$ cat src/rtl/rr_tag_arbiter.sv
// Round-robin arbiter that offers one requester's item downstream, tagged idx+1.
// Optional offer-abandon timeout enabled by defining RR_TAG_ARB_TIMEOUT_EN.
module rr_tag_arbiter #(
  parameter int N       = 4,
  parameter int TAG_SZ  = 5,
  parameter int TIMEOUT = 16
) (
  input  logic              clk,
  input  logic              rst,
  input  logic [N-1:0]      rdys,
  output logic [N-1:0]      acks,
  output logic [TAG_SZ-1:0] tag,
  output logic              rdy,
  input  logic              ack
);

  localparam int IW = (N > 1) ? $clog2(N) : 1;

  if (N < 2 || N > 16 || (1 << TAG_SZ) <= N || TIMEOUT < 1) begin : g_param_check
    $error("rr_tag_arbiter: illegal parameter combination");
  end

  typedef enum logic {IDLE, OFFER} state_t;

  state_t        state;
  logic [IW-1:0] idx;
  logic [IW-1:0] ptr;
  logic [IW-1:0] sel;
  logic [IW-1:0] idx_next;

  // First set request starting at ptr, wrapping modulo N.
  always_comb begin
    sel = ptr;
    for (int unsigned k = 0; k < N; k++) begin
      int unsigned p;
      p = int'(ptr) + k;
      if (p >= N) p = p - N;
      if (rdys[IW'(p)]) begin
        sel = IW'(p);
        break;
      end
    end
  end

  assign idx_next = (int'(idx) == N - 1) ? '0 : idx + IW'(1);

  assign rdy = (state == OFFER) && rdys[idx];
  assign tag = rdy ? TAG_SZ'(idx) + TAG_SZ'(1) : '0;

  always_comb begin
    acks = '0;
    if (rdy && ack) acks[idx] = 1'b1;
  end

`ifdef RR_TAG_ARB_TIMEOUT_EN
  localparam int CW = $clog2(TIMEOUT) + 1;
  logic [CW-1:0] cnt;

  always_ff @(posedge clk or negedge rst) begin
    if (!rst) begin
      state <= IDLE;
      idx   <= '0;
      ptr   <= '0;
      cnt   <= '0;
    end else begin
      case (state)
        IDLE: begin
          cnt <= '0;
          if (|rdys) begin
            idx   <= sel;
            state <= OFFER;
          end
        end
        OFFER: begin
          if (!rdys[idx]) begin
            state <= IDLE;
          end else if (ack || cnt == CW'(TIMEOUT - 1)) begin
            // Ack in the last counted cycle and timeout both advance the pointer.
            state <= IDLE;
            ptr   <= idx_next;
          end else begin
            cnt <= cnt + CW'(1);
          end
        end
        default: state <= IDLE;
      endcase
    end
  end
`else
  always_ff @(posedge clk or negedge rst) begin
    if (!rst) begin
      state <= IDLE;
      idx   <= '0;
      ptr   <= '0;
    end else begin
      case (state)
        IDLE: begin
          if (|rdys) begin
            idx   <= sel;
            state <= OFFER;
          end
        end
        OFFER: begin
          if (!rdys[idx]) begin
            state <= IDLE;
          end else if (ack) begin
            state <= IDLE;
            ptr   <= idx_next;
          end
        end
        default: state <= IDLE;
      endcase
    end
  end
`endif

endmodule

$ cat config.mk
export PLATFORM = sky130hd
export DESIGN_NAME = rr_tag_arbiter
export DESIGN_NICKNAME = d
export VERILOG_FILES = /design/src/rtl/rr_tag_arbiter.sv
export SDC_FILE = /design/constraint.sdc
export NUM_CORES = 1
export LEC_CHECK = 0
export CORE_MARGIN = 3
export CORE_UTILIZATION = 30
export DETAILED_ROUTE_END_ITERATION = 6
export HOLD_SLACK_MARGIN = 0.1
export PLACE_DENSITY = 0.58
export SLEW_MARGIN = 0
export SYNTH_ARGS = -nofsm -noshare
export SYNTH_HDL_FRONTEND = slang
export SYNTH_SLANG_ARGS = --single-unit
$ cat constraint.sdc
create_clock -name clk -period 1.75 [get_ports clk]
set_input_delay 0.2625 -clock clk [delete_from_list [all_inputs] [get_ports clk]]
set_output_delay 0.2625 -clock clk [all_outputs]
set_load 0.02 [all_outputs]
==> results of run 1 <==
-- flip-flops by register name (all words and copies together) (netlist names) --
name / flops
ptr: 2
idx: 2
state: 1
-- worst max path at each step --
stage                  from  endpoint  cells after the start
finish               idx[0]   acks[0]                      4
floorplan            idx[0]   acks[1]                      4
detailed placement  rdys[3]   acks[3]                      5
global placement    rdys[3]   acks[3]                      5
CTS                  idx[0]   acks[3]                      4
global route         idx[0]   acks[2]                      4
-- cell usage in the layout (no fill, tap or decap) --
cell type	n
mux2_4	2
clkbuf_4	3
dfrtp_1	5
buf_4	9
dlygate4sd2_1	4
nor2b_1	1
a211oi_1	1
clkbuf_1	1
and3_4	4
and2_4	3
nand2_1	1
inv_1	3
or2_2	1
nor4_1	1
nor2_2	1
nor3b_1	1
mux4_2	1
nand2b_1	3
inv_2	1
conb_1	2
a32o_1	2
a21oi_1	1
buf_6	11
o31ai_1	2
nor2_1	2
o21ai_0	4
clkdlybuf4s50_1	2
nand2_2	1
ha_1	4
-- through the flow --
| stage | util, % | instances |
|---|---|---|
| floorplan | - | 49 |
| global placement | 50.8 | 88 |
| detailed placement | 50.8 | 88 |
| CTS | 55.5 | 92 |
| global route | 55.5 | 92 |
| finish | 55.5 | 92 |
-- logic make-up after synthesis --
logic type | count (synthesis)
multiplexers | 3
flip-flops | 5
AO/OA/AOI/OAI | 10
other | 1
AND/OR/NAND/NOR | 19
buffers and inverters | 6
adder cells (fa/ha/maj) | 4
-- report_power, final --
part | internal [W] | total [W] | leakage [nW] | switching [W]
clock | 0.0000863 | 0.000135 | 0.0150 | 0.0000489
sequential | 0.000175 | 0.000252 | 0.0600 | 0.0000768
combinational | 0.000440 | 0.000762 | 0.286 | 0.000323
-- what timing repair did --
item	CTS	global route
pin swaps	4	2
gates resized for setup	64	0
buffers inserted	0	0
setup endpoints to repair	8	8
-- cell type report --
type | instances | area (um^2)
fill | 121 | 601
multi-input combinational | 38 | 318
timing repair buffer | 26 | 246
sequential | 5 | 125
clock buffer | 4 | 26.3
tap | 15 | 18.8
inverter | 4 | 15.0
-- per-layer routing --
metal / global-route usage (%) / part of all wire (%)
met5: 0 / 0
met4: 1.81 / 0.90
met3: 7.32 / 5.5
met2: 21.8 / 50
met1: 14.3 / 44
-- worst reg2reg max path: stages, from the launching register on --
cell and delay (ns):
dfrtp_1 0.37, mux4_2 0.57, and3_4 0.21, buf_4 0.14, mux2_4 0.29
==> flow_metrics.py, run 1 <==
metrics = {
    "outcome": {
        "status": "finished, violations left",
        "violations": "setup timing",
    },
    "cells_and_area": {
        "synthToLayoutAreaGrowth_pct": 67.3,
        "fin_area_um2": 749,
        "layout-drive-gt1-share_pct": 48.1,
        "antennaDiodeCount": 0,
        "nets": 89,
    },
    "setup_path": {
        "path_cells": "mux4_2 -> and3_4 -> and2_4 -> buf_6",
        "cp_data_required_time_ns": 1.49,
        "worstSetupEndpointType": "output pin",
        "cp_max_fo": 4,
        "crit_slowest_cell": "mux4_2",
        "r2r_start": "idx[0]",
        "cp_slowest_stage_delay_ns": 0.57,
        "cp_num_buf_inv": 1,
        "setup.worst_path.start_class": "register",
        "rr_endpoint": "ptr[0]",
        "r2r_setup_slack_ns": 0.05,
        "r2r_cells": 4,
        "path_delay_family": "multiplexers",
        "arrival_ns": 1.67,
        "crit_type": "register to output pin",
    },
    "timing": {
        "min_period_over_period_pct": 110,
        "fin_hold_ws_ns": 0.242,
        "slew_violations": 0,
        "fin_crit_ns": 1.93,
        "setup_violations": 8,
        "tns_ns": -1.10,
        "setup_ws_ns": -0.183,
        "grt_setup_unrepaired": "true",
        "max_freq_mhz": 517,
        "hold_viol": 0,
        "fin_skew_ns": 0.00490,
    },
    "placed_design": {
        "hpwl_um": 921,
        "place_area_um2": 686,
        "place_congestion": 0.775,
        "dp_slack_ns": -0.647,
        "io_buffers": 14,
    },
    "yosys": {
        "yosysMostFrequentCell": "dfrtp_1",
        "yosys-top-cells-count": "dfrtp_1, ha_1, inv_1, o21ai_0",
        "synth_async_sr_flop_share_pct": 100,
        "synth_top_family_by_area": "simple AND/OR/NAND/NOR gates",
        "syn_inst": 48,
        "yosysWarnings": 0,
        "synth_cell_types": 23,
        "synth_fa_ha_area_share_pct": 11.2,
        "synthTopCellsByArea": "dfrtp_1, ha_1, mux2_4, and2_2, mux4_2",
        "synth_top_flop_cell": "dfrtp_1",
        "synth_edf_count": 0,
        "synth_top_area_share_pct": 27.9,
        "synth_seq_area_share_pct": 27.9,
        "synth.mux.area_fraction_pct": 11.7,
        "synth-seq-cells": 5,
        "yosysTopAreaCell": "dfrtp_1",
        "syn_area_um2": 448,
        "synth.avg_cell_area_um2": 9.33,
        "yosys.area_share.simple_pct": 26.5,
        "synth_compound_area_share_pct": 15.1,
        "synth_xor_xnor_area_share_pct": 0,
    },
    "routing": {
        "drc": 0,
        "wl_per_cell_um": 12.1,
        "viasPerCell": 4.99,
        "drt-total-wl_um": 1110,
        "drt_iter0_markers": 10,
        "dr.pass1.iters": 4,
        "postRouteAntennaNets": 0,
        "num_vias": 459,
    },
    "min_path": {
        "min_path_type": "input port to async pin",
    },
    "global_routing": {
        "grt_antenna_before_repair": 0,
        "grt_usage_pct": 12.9,
        "grt_start_max_net_pins": 8,
        "grt_pass1_wl_um": 1790,
        "grt-ovfl-total": 0,
        "grt_pass1_vias": 440,
    },
    "floorplan": {
        "rows": 13,
        "die_h_um": 44.6,
        "core_area_mm2": 0.00135,
        "fp.dieW_um": 44.6,
        "initial_utilization_pct": 33.2,
        "ioPinCount": 17,
        "die_area_mm2": 0.00199,
    },
    "clocking": {
        "cts_made_buffers": 3,
        "ctsRootBufferMaster": "clkbuf_4",
        "clk_latency_ns": 0.25,
        "clk_pin_slew_ns": 0.04,
        "ctsHoldBuffers": 0,
        "clock_path_buffers": 2,
        "cts_sinks": 5,
        "cts_tree": "yes",
        "htreeDepth": 1,
    },
    "power": {
        "p_per_area_mw_per_mm2": 1530,
        "power.total_w": 0.00115,
        "ir_drop_mv": 0.943,
        "p_leak_nw": 0.361,
    },
    "flow_run": {
        "drv_cap": 0,
    },
}
Note: power is estimated with default switching activity, not from simulation.
==> run 2, diff against run 1 <==
CELL_PAD_IN_SITES_DETAIL_PLACEMENT = 1   (was unset)
CELL_PAD_IN_SITES_GLOBAL_PLACEMENT = 1   (was unset)
PLACE_DENSITY = 0.75   (was 0.58)
==> run 2 against run 1 <==
  * First-iteration DRC count fell by 20%
  * Sequential power rose by 4%
  * Register-to-register slack barely moved
  * Power rose by 6.8%
  * Critical path depth did not move
  * Worst setup slack improved by 0.0056 ns
  * Cell count rose by 3.3%
  * Non-clock buffer count rose by 3
  * Critical path type unchanged
  * Combinational power rose by 8.9%
  * Clock skew fell by 0.0041 ns
  * Fmax rose by 0.29%
  * The run still ends with setup timing left
==> flow_metrics.py, run 2 (synthesized netlist as in run 1, its figures left out) <==
metrics = {
    "outcome": {
        "status": "finished, violations left",
        "violations": "setup timing",
    },
    "clocking": {
        "cts_made_buffers": 3,
        "clk_latency_ns": 0.24,
        "cts_tree": "yes",
        "clk_pin_slew_ns": 0.04,
        "htreeDepth": 1,
        "ctsRootBufferMaster": "clkbuf_4",
        "cts_sinks": 5,
        "clock_path_buffers": 2,
    },
    "flow_run": {
        "drv_cap": 0,
    },
    "routing": {
        "viasPerCell": 5.09,
        "drt_iter0_markers": 8,
        "postRouteAntennaNets": 0,
        "drt-total-wl_um": 1410,
        "wl_per_cell_um": 14.8,
        "num_vias": 484,
        "dr.pass1.iters": 4,
        "drc": 0,
    },
    "power": {
        "ir_drop_mv": 0.846,
        "p_per_area_mw_per_mm2": 1590,
        "power.total_w": 0.00123,
        "p_leak_nw": 0.375,
    },
    "setup_path": {
        "arrival_ns": 1.66,
        "cp_slowest_stage_delay_ns": 0.58,
        "path_cells": "mux4_2 -> and3_4 -> and2_4 -> buf_6",
        "crit_slowest_cell": "mux4_2",
        "cp_max_fo": 4,
        "cp_data_required_time_ns": 1.49,
        "worstSetupEndpointType": "output pin",
        "setup.worst_path.start_class": "register",
        "crit_type": "register to output pin",
    },
    "floorplan": {
        "initial_utilization_pct": 33.2,
        "core_area_mm2": 0.00135,
        "rows": 13,
        "fp.dieW_um": 44.6,
        "die_area_mm2": 0.00199,
        "die_h_um": 44.6,
        "ioPinCount": 17,
    },
    "timing": {
        "grt_setup_unrepaired": "true",
        "fin_skew_ns": 0.000777,
        "setup_violations": 8,
        "fin_hold_ws_ns": 0.240,
        "fin_crit_ns": 1.93,
        "slew_violations": 0,
        "min_period_over_period_pct": 110,
        "hold_viol": 0,
        "setup_ws_ns": -0.177,
        "max_freq_mhz": 519,
    },
    "global_routing": {
        "grt_pass1_vias": 549,
        "grt_pass1_wl_um": 2640,
        "grt-ovfl-total": 0,
        "grt_antenna_before_repair": 0,
        "grt_start_max_net_pins": 8,
        "grt_usage_pct": 18.6,
    },
    "placed_design": {
        "io_buffers": 14,
        "dp_slack_ns": -0.658,
        "dp_cells": 89,
        "hpwl_um": 1070,
        "place_congestion": 0.716,
    },
    "cells_and_area": {
        "reg_top3": "idx (2), ptr (2), state (1)",
        "regArea_um2": 125,
        "layout-drive-gt1-share_pct": 50.0,
        "nets": 92,
        "fillers": 160,
        "mostFrequentLayoutCell": "buf_4",
        "multi_input_area_um2": 318,
        "layout_common_cells": "buf_4, buf_6, dfrtp_1",
        "antennaDiodeCount": 0,
        "fin_cells": 95,
        "utilization_pct": 57.2,
        "synthToLayoutAreaGrowth_pct": 72.3,
    },
    "min_path": {
        "min_path_type": "input port to async pin",
    },
}
==> run 2: routing by layer <==
metal  routed length (um)  share of wire (%)  global-route usage (%)  vias up
li1                     -                  -                       -      230
met2                  701                 50                    31.5       11
met3                   85                6.0                    8.54        0
met4                    0                  0                    1.81        0
met1                  623                 44                    22.1      243
met5                    0                  0                       0        -
==> run 2: timing repair <==
action	in CTS	in global routing
pin swaps	6	0
buffers inserted	1	1
hold buffers	0	0
gates resized for setup	64	0
setup endpoints to repair	8	10
==> run 2: stage by stage <==
step                setup TNS, ns  cell area, um^2
floorplan                       0              452
global placement            -5.16              693
detailed placement          -5.32              693
CTS                         -1.14              764
global route                -1.85              772
finish                      -1.17              772
==> run 2: power breakdown <==
part | internal [W] | switching (W) | leakage, nW
Clock | 0.0000863 | 0.0000484 | 0.0150
Combinational | 0.000480 | 0.000350 | 0.300
Sequential | 0.000174 | 0.0000877 | 0.0600
Total | 0.000740 | 0.000486 | 0.375
==> run 2: layout make-up <==
class / count / area share [%]
tap: 15 / 2.43
clock buffer: 4 / 3.40
sequential: 5 / 16.2
timing repair buffer: 29 / 34.8
inverter: 4 / 1.94
multi-input combinational: 38 / 41.2
==> run 2: path summary, 6_finish.rpt <==
path                       startpoint       to  slack [ns]  cells after the start
setup / recovery               idx[0]  acks[2]       -0.18                      4
hold / removal                    rst   ptr[1]        0.24                      1
setup reg to reg               idx[0]   ptr[1]        0.04                      4
hold reg to reg                ptr[0]   ptr[0]        0.65                      1
max in group asynchronous         rst   idx[0]        1.32                      1
min in group clk              rdys[2]   idx[0]        0.59                      4
==> run 2: worst max-delay path: cells and delay by family (launching register included) <==
family,cells,cell delay [ns]
multiplexers,1,0.58
AND/OR/NAND/NOR,2,0.34
buffers and inverters,1,0.12
flip-flops,1,0.38
